==> config.mk <==
export PLATFORM = sky130hd
export DESIGN_NAME = mem_arbiter
export DESIGN_NICKNAME = d
export VERILOG_FILES = /design/src/rtl/mem_arbiter.sv
export SDC_FILE = /design/constraint.sdc
export NUM_CORES = 1
export LEC_CHECK = 0
export ABC_AREA = 1
export CORE_AREA = 4 4 231 233
export CTS_CLUSTER_DIAMETER = 30
export DETAILED_ROUTE_END_ITERATION = 10
export DIE_AREA = 0 0 235 237
export HOLD_SLACK_MARGIN = 0.12
export RECOVER_POWER = 50
export SETUP_SLACK_MARGIN = 0.05
export SKIP_LAST_GASP = 1
export SLEW_MARGIN = 0
export SYNTH_ARGS = -nofsm -noshare
export SYNTH_HDL_FRONTEND = slang
export SYNTH_SLANG_ARGS = --single-unit
==> constraint.sdc <==
create_clock -name clk -period 1.5 [get_ports clk]
set_input_delay 0.3 -clock clk [delete_from_list [all_inputs] [get_ports clk]]
set_output_delay 0.3 -clock clk [all_outputs]
set_load 0.1 [all_outputs]
==> src/rtl/mem_arbiter.sv <==
`default_nettype none
// ============================================================================
// Module      : mem_arbiter
// Description : Shares a single memory port between a CPU and an external
//               requester, one transaction at a time, with alternating priority.
// Revision    : 1.0 - initial release
// ============================================================================
module mem_arbiter #(
    parameter int ADDR_WIDTH  = 64,
    parameter int DATA_WIDTH  = 64,
    parameter int MEM_LATENCY = 2
) (
    input  logic                  clk,
    input  logic                  arstn,
    input  logic                  i_cpu_req,
    input  logic                  i_cpu_we,
    input  logic [1:0]            i_cpu_store_type,
    input  logic [ADDR_WIDTH-1:0] i_cpu_addr,
    input  logic [DATA_WIDTH-1:0] i_cpu_wdata,
    output logic                  o_cpu_gnt,
    output logic                  o_cpu_rvalid,
    output logic [DATA_WIDTH-1:0] o_cpu_rdata,
    input  logic                  i_ext_req,
    input  logic                  i_ext_we,
    input  logic [1:0]            i_ext_store_type,
    input  logic [ADDR_WIDTH-1:0] i_ext_addr,
    input  logic [DATA_WIDTH-1:0] i_ext_wdata,
    output logic                  o_ext_gnt,
    output logic                  o_ext_rvalid,
    output logic [DATA_WIDTH-1:0] o_ext_rdata,
    output logic                  o_mem_we,
    output logic [1:0]            o_mem_store_type,
    output logic [ADDR_WIDTH-1:0] o_mem_addr,
    output logic [DATA_WIDTH-1:0] o_mem_wdata,
    input  logic [DATA_WIDTH-1:0] i_mem_rdata
);

    localparam logic [1:0] c_st_idle   = 2'd0;
    localparam logic [1:0] c_st_access = 2'd1;
    localparam logic [1:0] c_st_resp   = 2'd2;
    localparam logic [3:0] c_cnt_init  = 4'(MEM_LATENCY - 1);

    logic [1:0]            r_state;
    logic                  r_last_ext;
    logic                  r_owner_ext;
    logic                  r_mem_we;
    logic [1:0]            r_store_type;
    logic [ADDR_WIDTH-1:0] r_addr;
    logic [DATA_WIDTH-1:0] r_wdata;
    logic [DATA_WIDTH-1:0] r_rdata;
    logic [3:0]            r_cnt;

    logic                  w_idle;
    logic                  w_cpu_win;
    logic                  w_cpu_gnt;
    logic                  w_ext_gnt;
    logic                  w_grant;
    logic                  w_sel_we;
    logic [1:0]            w_sel_store_type;
    logic [ADDR_WIDTH-1:0] w_sel_addr;
    logic [DATA_WIDTH-1:0] w_sel_wdata;

    assign w_idle    = (r_state == c_st_idle);
    // On a tie the requester that did not win last time takes the port.
    assign w_cpu_win = i_cpu_req & (~i_ext_req | r_last_ext);
    // Grants are gated by arstn so they drop the instant reset asserts.
    assign w_cpu_gnt = arstn & w_idle & w_cpu_win;
    assign w_ext_gnt = arstn & w_idle & i_ext_req & ~w_cpu_win;
    assign w_grant   = w_cpu_gnt | w_ext_gnt;

    assign w_sel_we         = w_ext_gnt ? i_ext_we         : i_cpu_we;
    assign w_sel_store_type = w_ext_gnt ? i_ext_store_type : i_cpu_store_type;
    assign w_sel_addr       = w_ext_gnt ? i_ext_addr       : i_cpu_addr;
    assign w_sel_wdata      = w_ext_gnt ? i_ext_wdata      : i_cpu_wdata;

    always_ff @(posedge clk or negedge arstn) begin
        if (!arstn) begin
            r_state      <= c_st_idle;
            r_last_ext   <= 1'b1;
            r_owner_ext  <= 1'b0;
            r_mem_we     <= 1'b0;
            r_store_type <= '0;
            r_addr       <= '0;
            r_wdata      <= '0;
            r_rdata      <= '0;
            r_cnt        <= '0;
        end else begin
            r_mem_we <= 1'b0;
            case (r_state)
                c_st_idle: begin
                    if (w_grant) begin
                        r_state      <= c_st_access;
                        r_owner_ext  <= w_ext_gnt;
                        r_last_ext   <= w_ext_gnt;
                        r_mem_we     <= w_sel_we;
                        r_store_type <= w_sel_store_type;
                        r_addr       <= w_sel_addr;
                        r_wdata      <= w_sel_wdata;
                        r_cnt        <= c_cnt_init;
                    end
                end
                c_st_access: begin
                    // Writes capture rdata too; requesters simply ignore it.
                    if (r_cnt == 4'd0) begin
                        r_rdata <= i_mem_rdata;
                        r_state <= c_st_resp;
                    end else begin
                        r_cnt <= r_cnt - 4'd1;
                    end
                end
                c_st_resp: begin
                    r_state <= c_st_idle;
                end
                default: begin
                    r_state <= c_st_idle;
                end
            endcase
        end
    end

    assign o_cpu_gnt        = w_cpu_gnt;
    assign o_ext_gnt        = w_ext_gnt;
    assign o_cpu_rvalid     = (r_state == c_st_resp) & ~r_owner_ext;
    assign o_ext_rvalid     = (r_state == c_st_resp) & r_owner_ext;
    assign o_cpu_rdata      = r_rdata;
    assign o_ext_rdata      = r_rdata;
    assign o_mem_we         = r_mem_we;
    assign o_mem_store_type = r_store_type;
    assign o_mem_addr       = r_addr;
    assign o_mem_wdata      = r_wdata;

endmodule
`default_nettype wire

Yosys cells after proc, flatten, opt, wreduce, memory -nomap -nowiden. Cells that the tools add are included.

Input bits: 330. Bits in registers: 203.

Bitwise gates (word level): 12. Equal/unequal tests: 5. Mux-type cells: 12. Add/sub/neg operators: 1. Reduce and logical (&&, ||, !) cells: 7.

Operator list (number): $mux W64 (2); $mux W4 (2); $pmux W4 S2 (1); $and A1 B1 Y1 (7); $mux W2 (3); $reduce_and A2 Y1 (3); $logic_not A4 Y1 (1); $ne A2 B2 Y1 const B (2); $pmux W2 S2 (1); $sub A4 B1 Y4 const B (1); $mux W1 (3); $not A1 Y1 (3); $reduce_and A3 Y1 (1); $eq A2 B1 Y1 const B (1); $eq A2 B2 Y1 const B (1); $logic_not A2 Y1 (1); $ne A2 B1 Y1 const B (1); $or A1 B1 Y1 (2); $reduce_bool A2 Y1 (1).

Longest topological paths before layout. Gate-level depths: netlist (run 1).

Depth after elaboration: 8. Gate-level depth with buffers: 10. Gate-level depth less buffers: 8.

Least setup slack after synthesis (run 1). OpenSTA, ideal clock, no wires.

Path kind: flip-flop to output port. Start: register r_state[0]. End: output port o_cpu_rvalid. Data arrival time: 2463 ps. Path slack: -1263 ps. Stages on the path, launching flop included: 2. Cells stage by stage: dfrtp_1 nor3_1.

Cells in the longest elaborated chain, start to end: 2.

Ends and longest elaborated chain: start: declaration (line 43) `logic [1:0] r_state;`; start signal: assignment (line 78) `r_state <= c_st_idle;`; start signal: assignment (line 92) `r_state <= c_st_access;`; start signal: assignment (line 106) `r_state <= c_st_resp;`; $eq A2 B2 Y1 (line 123) `assign o_cpu_rvalid = (r_state == c_st_resp) & ~r_owner_ext;`; $and A1 B1 Y1 (line 123); end: declaration (line 21) `output logic o_cpu_rvalid,`.

Every way passes these cells.

Worst setup path after layout (run 1).
Start: input port arstn. End: output port o_ext_gnt.

Cells in the longest elaborated chain, start to end: 3.

Ends and longest elaborated chain: start: declaration (line 14) `input logic arstn,`; $and A1 B1 Y1 (3 in series) (line 68) `assign w_ext_gnt = arstn & w_idle & i_ext_req & ~w_cpu_win;`; end: declaration (line 28) `output logic o_ext_gnt,`.

Every way passes these cells.

==> impl_metrics.py, run 1 <==
metrics = {
    "synthesis": {
        "yosysTopAreaCellShare": 0.4700,
        "synth_xor_area_frac": 0.0008143,
        "yosys.area_share.simple": 0.3430,
        "synthMuxAreaShare": 0,
        "synthDistinctLibCells": 24,
        "seq_area_frac_synth": 0.4724,
        "synthAdderAreaFrac": 0.002327,
        "synth_compound_area_frac": 0.001396,
        "synth_nets": 1846,
        "yosys.area.top_type": "dfrtp_1",
        "syn_area_um2": 10760,
        "ys_ff_latch": 203,
        "yosys_warnings": 0,
        "synthCells": 1514,
        "synth_top_family_by_area": "simple AND/OR/NAND/NOR gates",
        "ys_top_cells_by_area": "dfrtp_1 47%, nand2_1 21%, nand3_1 12%",
        "avgSynthCellArea_um2": 7.104,
    },
    "worst_hold_path": {
        "holdPathStages": 3,
        "hold_path_end": "o_cpu_rdata[15]$_DFFE_PN0P_",
        "hold_start": "i_mem_rdata[15]",
        "hold_path_class": "in -> reg",
    },
    "timing": {
        "max_slew_margin": 0.4724,
        "slew_violations": 0,
        "clock.fmax_ghz": 0.4567,
        "rsz0062_at_grt": "true",
        "finClkSkew_ns": 0.03264,
        "setup_violations": 386,
        "hold_viol_final": 0,
        "fin_setup_tns_ns": -85.97,
        "worst_slew_pin_slew_ns": 0.7914,
        "fin_crit_sh": 1.460,
        "finalCriticalPeriod_ns": 2.190,
        "setup_slack_ns": -0.6898,
    },
    "grt": {
        "grt_pass1_vias": 12850,
        "grt.overflow.total": 0,
        "grt_max_degree": 98,
        "antenna_found_initial": 1,
        "grt_pass1_wl_um": 75780,
        "grt.busiest_layer": "met2",
        "grt_usage": 0.1723,
        "use_met2": 0.3070,
        "met1_usage": 0.1968,
        "use_met3": 0.05486,
    },
    "cts": {
        "root_buffer": "clkbuf_16",
        "cts_tree": "built",
        "cts.sink_count": 203,
        "cts.htree.levels": 2,
        "cts_max_path_buffers": 3,
        "clkTransAtPathRegs_ns": 0.04,
        "worstSkewPairLatency_ns": 0.59,
        "numCtsBuffers": 55,
    },
    "worst_setup_path": {
        "critPathArrivalTime_ns": 1.89,
        "cp-start-kind": "input pin",
        "path_class": "in -> out",
        "r2r.worst_path.cells": 14,
        "rrSetupSlack_ns": -0.45,
        "worst_setup_path_end_kind": "output port",
        "critPathRequiredTime_ns": 1.20,
        "worstPathMaxFanout": 3,
        "r2r-start": "r_state[0]$_DFFE_PN0P_",
        "reg2reg_to": "o_mem_wdata[11]$_DFFE_PN0P_",
    },
    "route": {
        "via_per_inst": 4.277,
        "vias": 12390,
        "drtPass1Iterations": 5,
        "routed_wl_um": 52980,
        "first_iter_violations": 521,
        "detail-route-antenna-nets": 0,
        "drc": 0,
        "wl_per_cell_um": 18.28,
    },
    "finish": {
        "final_util": 0.4832,
        "areaGrowthSynthToFinish_pct": 130.0,
        "final_common_cell": "nand2_1",
        "nNetsFinal": 2503,
        "fin_cells": 2898,
        "final_cell_mix": "486 x nand2_1, 328 x clkdlybuf4s50_1, 301 x buf_12, 270 x inv_1, 201 x nand3_1",
        "drive_above_1_share": 0.3503,
        "n_antenna_cell": 0,
        "nFillCells": 4521,
    },
    "floorplanning": {
        "core_um2": 51200,
        "row_count": 83,
        "start_util": 0.2101,
        "io_pins": 593,
        "dieArea_um2": 55700,
        "die_w_um": 235,
        "die_h_um": 237,
    },
    "outcome": {
        "violations": "setup timing",
        "status": "finished, violations left",
    },
    "place": {
        "portBuffers": 592,
        "place_hpwl_um": 37120,
        "place.gp.congestion": 0.9650,
        "dp_cells": 2730,
        "place_ws_ns": -0.4929,
    },
    "run": {
        "drv_cap": 0,
    },
}
## worst max-delay path, cell delays in order
cell and delay (ns):
clkbuf_1 0.22, dlygate4sd3_1 0.65, buf_4 0.15, nand3_4 0.09, nor2_4 0.16, buf_12 0.14, buf_12 0.17
## layout make-up
cell class	instances	area [um2]	area share
repair buffers	748	10950	0.4427
flip-flops and latches	203	5165	0.2088
multi-input cells	889	4644	0.1877
clock buffers	66	1468	0.05932
inverters	274	1050	0.04243
well taps	680	850.8	0.03439
clock inverters	38	611.8	0.02473
## registers in the layout (all words and copies together) (netlist names)
register / flops
o_cpu_rdata: 64
o_mem_addr: 64
o_mem_store_type: 2
o_mem_wdata: 64
o_mem_we: 1
r_cnt: 4
r_last_ext: 1
r_owner_ext: 1
r_state: 2
## timing repair
| item | in CTS | in global routing |
|---|---|---|
| resized for setup | 80 | 224 |
| endpoints found under the setup margin | 463 | 466 |
| hold buffers | 1 | 0 |
| setup buffers | 21 | 14 |
| pin swaps | 35 | 59 |
| cloned | 17 | 11 |
| hold endpoints to repair | 105 | 0 |
## cell usage after synthesis (all sizes together)
cell / instances
inv: 274
dfrtp: 202
ha: 2
clkbuf: 13
nand4: 1
o21ai: 2
nand2: 600
buf: 135
dfstp: 1
and3: 1
nor3: 1
or2: 1
nand3: 268
nor2: 11
a21oi: 1
xor2: 1
## cells by family after synthesis
kind of cell	Yosys count
xor gates and xnor gates	1
buffers and inverters	422
AOI/OAI and AO/OA	3
DFF	203
and+or+nand+nor	883
adders and majority gates	2
## routing by layer
layer,vias up,share of wire
met1,5953,0.38
met4,2,0.029
li1,5808,-
met3,94,0.078
met2,537,0.51
met5,-,0.00038
## worst max-delay path by stage
stage | from | end | slack, ns | cells past startpoint
after global placement | i_ext_req | o_mem_wdata[34]$_DFFE_PN0P_ | -0.47 | 9
after global routing | r_state[1]$_DFFE_PN0P_ | o_cpu_gnt | -0.74 | 6
after floorplan | r_last_ext$_DFFE_PN1P_ | o_mem_addr[10]$_DFFE_PN0P_ | -0.34 | 9
after CTS | r_last_ext$_DFFE_PN1P_ | o_cpu_gnt | -0.75 | 7
final | arstn | o_ext_gnt | -0.69 | 7
after detailed placement | i_ext_req | o_mem_wdata[34]$_DFFE_PN0P_ | -0.49 | 9
## per-stage QoR
step	cell area, um2	hold slack, ns
floorplan	10890	0.004409
global placement	20440	0.3308
detailed placement	20440	0.3347
CTS	23460	0.1989
global route	24740	0.2199
finish	24740	0.2492
Power of run 1 is left out: the tool's default activity adds up to more than one toggle a clock period on the data nets, which glitch-free logic cannot reach.
==> run 2: changes to the inputs <==
Settings changed: CORE_AREA 4 4 231 233 to 2 2 229 231, DIE_AREA 0 0 235 237 to 0 0 231 233.
==> impl_metrics.py, run 2 (same netlist as run 1, synthesis figures left out) <==
metrics = {
    "grt": {
        "grt_pass1_vias": 13290,
        "grt_max_degree": 109,
        "antenna_found_initial": 0,
        "grt_pass1_wl_um": 82970,
        "grt.overflow.total": 0,
        "grt_usage": 0.2052,
    },
    "finish": {
        "final_area_um2": 25180,
        "final_cell_mix": "541 x nand2_1, 328 x clkdlybuf4s50_1, 307 x buf_12, 269 x inv_1, 237 x nand3_1",
        "multi_input_area_um2": 4136,
        "nFillCells": 4558,
        "seqCellArea_um2": 5164,
        "n_antenna_cell": 0,
        "final_common_cell": "nand2_1",
        "areaGrowthSynthToFinish_pct": 134.2,
        "fin_cells": 2926,
        "drive_above_1_share": 0.3210,
        "nNetsFinal": 2532,
        "final_util": 0.4929,
    },
    "timing": {
        "hold_viol_final": 0,
        "worst_slew_pin_slew_ns": 1.012,
        "finalCriticalPeriod_ns": 2.096,
        "whs_ns": 0.2661,
        "max_slew_margin": 0.3252,
        "finClkSkew_ns": 0.02230,
        "slew_violations": 0,
        "setup_violations": 269,
        "rsz0062_at_grt": "true",
        "fin_crit_sh": 1.397,
        "setup_slack_ns": -0.5956,
        "clock.fmax_ghz": 0.4772,
    },
    "route": {
        "vias": 12760,
        "routed_wl_um": 58080,
        "drtPass1Iterations": 6,
        "first_iter_violations": 956,
        "wl_per_cell_um": 19.85,
        "drc": 0,
        "via_per_inst": 4.361,
        "detail-route-antenna-nets": 0,
    },
    "place": {
        "dp_cells": 2693,
        "place_hpwl_um": 34980,
        "dpl_cell_area_um2": 20060,
        "portBuffers": 592,
        "place.gp.congestion": 0.9175,
    },
    "cts": {
        "cts_tree": "built",
        "root_buffer": "clkbuf_16",
        "cts.sink_count": 203,
        "cts_max_path_buffers": 3,
        "clkTransAtPathRegs_ns": 0.04,
        "cts.htree.levels": 2,
        "numCtsBuffers": 57,
        "worstSkewPairLatency_ns": 0.57,
    },
    "floorplanning": {
        "io_pins": 593,
        "core_um2": 51090,
        "die_w_um": 231,
        "row_count": 83,
        "die_h_um": 233,
        "start_util": 0.2105,
        "dieArea_um2": 53820,
    },
    "worst_setup_path": {
        "path_class": "reg -> out",
        "cp_cell_sequence": "nor2_4 -> nand2_2 -> buf_6 -> nor2_4 -> buf_12 -> buf_12",
        "critPathArrivalTime_ns": 1.80,
        "critPathRequiredTime_ns": 1.20,
        "worstPathMaxFanout": 2,
        "cp-start-kind": "flip-flop",
        "worst_setup_path_end_kind": "output port",
        "cpPeakStageDelay_ns": 0.41,
        "cp_slowest_cell": "dfrtp_1",
    },
    "outcome": {
        "status": "finished, violations left",
        "violations": "setup timing",
    },
    "run": {
        "drv_cap": 0,
    },
    "worst_hold_path": {
        "hold_path_class": "in -> reg",
    },
}
[run 2: changes by cell type in the layout (fill, tap and decap cells not counted), sizes merged]
| cell | before | now |
|---|---|---|
| buf | 401 | 427 |
| clkbuf | 79 | 90 |
| bufinv | 13 | 6 |
| clkinvlp | 8 | 3 |
| bufbuf | 5 | 8 |
[run 2: layout make-up]
| type | instances | area share |
|---|---|---|
| flip-flops and latches | 203 | 0.2050 |
| clock buffers | 79 | 0.06707 |
| inverters | 274 | 0.04168 |
| repair buffers | 775 | 0.4764 |
| clock inverters | 26 | 0.01172 |
| well taps | 680 | 0.03378 |
| multi-input cells | 889 | 0.1642 |
[run 2: what timing repair did]
item / in CTS / in global routing
resized for setup: 162 / 66
pin swaps: 67 / 29
hold buffers: 1 / 0
cloned: 52 / 11
setup endpoints to repair: 461 / 465
hold endpoints to repair: 203 / 0
buffers inserted: 52 / 17
[run 2: final timing paths]
check                                                    to  cells past startpoint              startpoint  slack (ns)
worst max-delay path                              o_cpu_gnt                      6  r_state[1]$_DFFE_PN0P_       -0.60
worst min-delay path            o_cpu_rdata[20]$_DFFE_PN0P_                      3         i_mem_rdata[20]        0.27
worst max register to register  o_mem_wdata[11]$_DFFE_PN0P_                     11  r_state[1]$_DFFE_PN0P_       -0.40
worst min register to register         r_cnt[0]$_DFFE_PN0P_                      2    r_cnt[0]$_DFFE_PN0P_        0.49
max in group asynchronous       o_cpu_rdata[55]$_DFFE_PN0P_                      4                   arstn       -0.03
min in group asynchronous              r_cnt[1]$_DFFE_PN0P_                      3                   arstn        0.30
[run 2: critical path, delay by kind of cell, from the launching register on]
| kind | cells | cell delay [ns] |
|---|---|---|
| simple gates | 3 | 0.36 |
| flops | 1 | 0.41 |
| buf+inv | 3 | 0.43 |
[run 2: layer usage]
layer,GRT usage,routed length [um]
met5,0,0
met4,0.08528,2227
met3,0.05502,4977
met1,0.2312,21730
met2,0.3650,29150
[run 2: stage by stage]
step           TNS, ns  worst slack (ns)
6_report        -61.89           -0.5956
5_1_grt         -95.20           -0.6614
4_1_cts         -44.48           -0.6183
3_5_place_dp    -50.35           -0.3835
3_3_place_gp    -44.83           -0.3988
2_1_floorplan   -35.91           -0.3398
Power of run 2 is left out for the same reason.
==> run 3: changes to the inputs <==
Settings changed: CTS_BUF_LIST set to sky130_fd_sc_hd__clkbuf_8.
==> impl_metrics.py, run 3 (same netlist as run 1, synthesis figures left out) <==
metrics = {
    "finish": {
        "final_cell_mix": "420 x nand2_1, 328 x clkdlybuf4s50_1, 310 x buf_12, 273 x inv_1, 247 x nand3_1",
        "final_area_um2": 25380,
        "drive_above_1_share": 0.4081,
        "nFillCells": 4591,
        "final_common_cell": "nand2_1",
        "areaGrowthSynthToFinish_pct": 136.0,
        "nNetsFinal": 2621,
    },
    "worst_setup_path": {
        "path_class": "reg -> out",
        "rrSetupSlack_ns": -0.57,
        "worst_setup_path_end_kind": "output port",
        "critPathArrivalTime_ns": 1.83,
        "r2r.worst_path.cells": 14,
        "critPathRequiredTime_ns": 1.20,
        "cp-start-kind": "flip-flop",
        "reg2reg_to": "o_mem_addr[27]$_DFFE_PN0P_",
        "r2r-start": "r_state[1]$_DFFE_PN0P_",
        "worstPathMaxFanout": 2,
    },
    "floorplanning": {
        "die_w_um": 231,
        "start_util": 0.2105,
        "die_h_um": 233,
        "core_um2": 51090,
        "dieArea_um2": 53820,
        "io_pins": 593,
        "row_count": 83,
    },
    "timing": {
        "finalCriticalPeriod_ns": 2.131,
        "hold_viol_final": 0,
        "setup_violations": 417,
        "setup_slack_ns": -0.6308,
        "max_slew_margin": 0.5240,
        "worst_slew_pin_slew_ns": 0.7140,
        "fin_crit_sh": 1.421,
        "clock.fmax_ghz": 0.4693,
        "rsz0062_at_grt": "true",
        "finClkSkew_ns": 0.02963,
        "slew_violations": 0,
    },
    "worst_hold_path": {
        "holdPathStages": 3,
        "hold_path_end": "o_cpu_rdata[54]$_DFFE_PN0P_",
        "hold_path_class": "in -> reg",
        "hold_start": "i_mem_rdata[54]",
    },
    "place": {
        "place_hpwl_um": 34980,
        "portBuffers": 592,
        "place.gp.congestion": 0.9175,
        "dpl_cell_area_um2": 20060,
    },
    "cts": {
        "cts_tree": "built",
        "cts.htree.levels": 2,
        "worstSkewPairLatency_ns": 0.61,
        "root_buffer": "clkbuf_8",
        "numCtsBuffers": 57,
        "clkTransAtPathRegs_ns": 0.05,
        "cts.sink_count": 203,
        "cts_max_path_buffers": 3,
    },
    "route": {
        "routed_wl_um": 57110,
        "first_iter_violations": 805,
        "drc": 0,
        "via_per_inst": 4.340,
        "vias": 13090,
        "detail-route-antenna-nets": 0,
        "drtPass1Iterations": 5,
        "wl_per_cell_um": 18.94,
    },
    "grt": {
        "grt_usage": 0.1996,
        "grt_max_degree": 109,
        "grt_pass1_wl_um": 80920,
        "grt.overflow.total": 0,
        "grt_pass1_vias": 13290,
        "antenna_found_initial": 0,
    },
    "outcome": {
        "violations": "setup timing",
        "status": "finished, violations left",
    },
    "run": {
        "drv_cap": 0,
    },
}
[run 3: cell types whose count changed in the layout (fill, tap and decap cells not counted), moves of 7 or more]
| cell | delta |
|---|---|
| nand2_2 | +79 |
| nand3_1 | +10 |
| buf_4 | +112 |
| nand2_4 | +41 |
| buf_8 | -7 |
| clkbuf_8 | +57 |
| nand2_1 | -121 |
| dfrtp_1 | -32 |
| dfrtp_2 | +32 |
| nand3_2 | -9 |
| clkbuf_16 | -61 |
[run 3: cell type report]
type / instances / area [um2] / share of cell area
diodes: 1 / 2.502 / 0.00009860
clock buffers: 75 / 1032 / 0.04067
clock inverters: 30 / 307.8 / 0.01213
inverters: 274 / 1047 / 0.04127
multi-input cells: 889 / 4601 / 0.1813
flip-flops and latches: 203 / 5204 / 0.2050
well taps: 680 / 850.8 / 0.03353
repair buffers: 863 / 12320 / 0.4853
repair inverters: 1 / 16.27 / 0.0006409
[run 3: worst max-delay path by stage]
stage | from | end | slack, ns | cells after the start
6_report | r_state[1]$_DFFE_PN0P_ | o_ext_gnt | -0.63 | 6
5_1_grt | r_state[0]$_DFFE_PN0P_ | o_ext_gnt | -0.72 | 6
4_1_cts | r_state[0]$_DFFE_PN0P_ | o_ext_gnt | -0.68 | 6
3_5_place_dp | i_ext_req | o_mem_addr[7]$_DFFE_PN0P_ | -0.38 | 8
3_3_place_gp | i_ext_req | o_mem_we$_DFF_PN0_ | -0.40 | 7
2_1_floorplan | r_last_ext$_DFFE_PN1P_ | o_mem_addr[10]$_DFFE_PN0P_ | -0.34 | 9
[run 3: critical path, stage by stage (launching register included)]
cell	delay (ns)
dfrtp_1	0.42
nor2_4	0.14
buf_4	0.14
nand3_4	0.07
nor2_4	0.13
buf_12	0.13
buf_12	0.17
[run 3: per-stage QoR]
stage                     hold slack [ns]  std cells  setup slack, ns  TNS, ns    util
after global routing               0.2118       3015          -0.7234  -116.04  0.4966
final                              0.2358       3016          -0.6308   -87.73  0.4967
after floorplan                  0.004409       1514          -0.3398   -35.91       -
after global placement             0.2520       2693          -0.3988   -44.83  0.3926
after CTS                          0.1738       2932          -0.6817   -69.57  0.4724
after detailed placement           0.2569       2693          -0.3835   -50.35  0.3926
[run 3: timing repair]
item | in CTS | in global routing
hold buffers | 1 | 0
setup buffers | 86 | 86
cloned | 47 | 5
endpoints found under the hold margin | 203 | 0
resized for setup | 164 | 240
pin swaps | 70 | 91
setup endpoints to repair | 463 | 466
[run 3: metal layers]
metal,share of wire,wire length (um),track usage
met2,0.51,29100,0.3575
met1,0.37,21080,0.2258
met3,0.086,4889,0.05331
met5,0,0,0
met4,0.036,2036,0.07480
Power of run 3 is left out for the same reason.
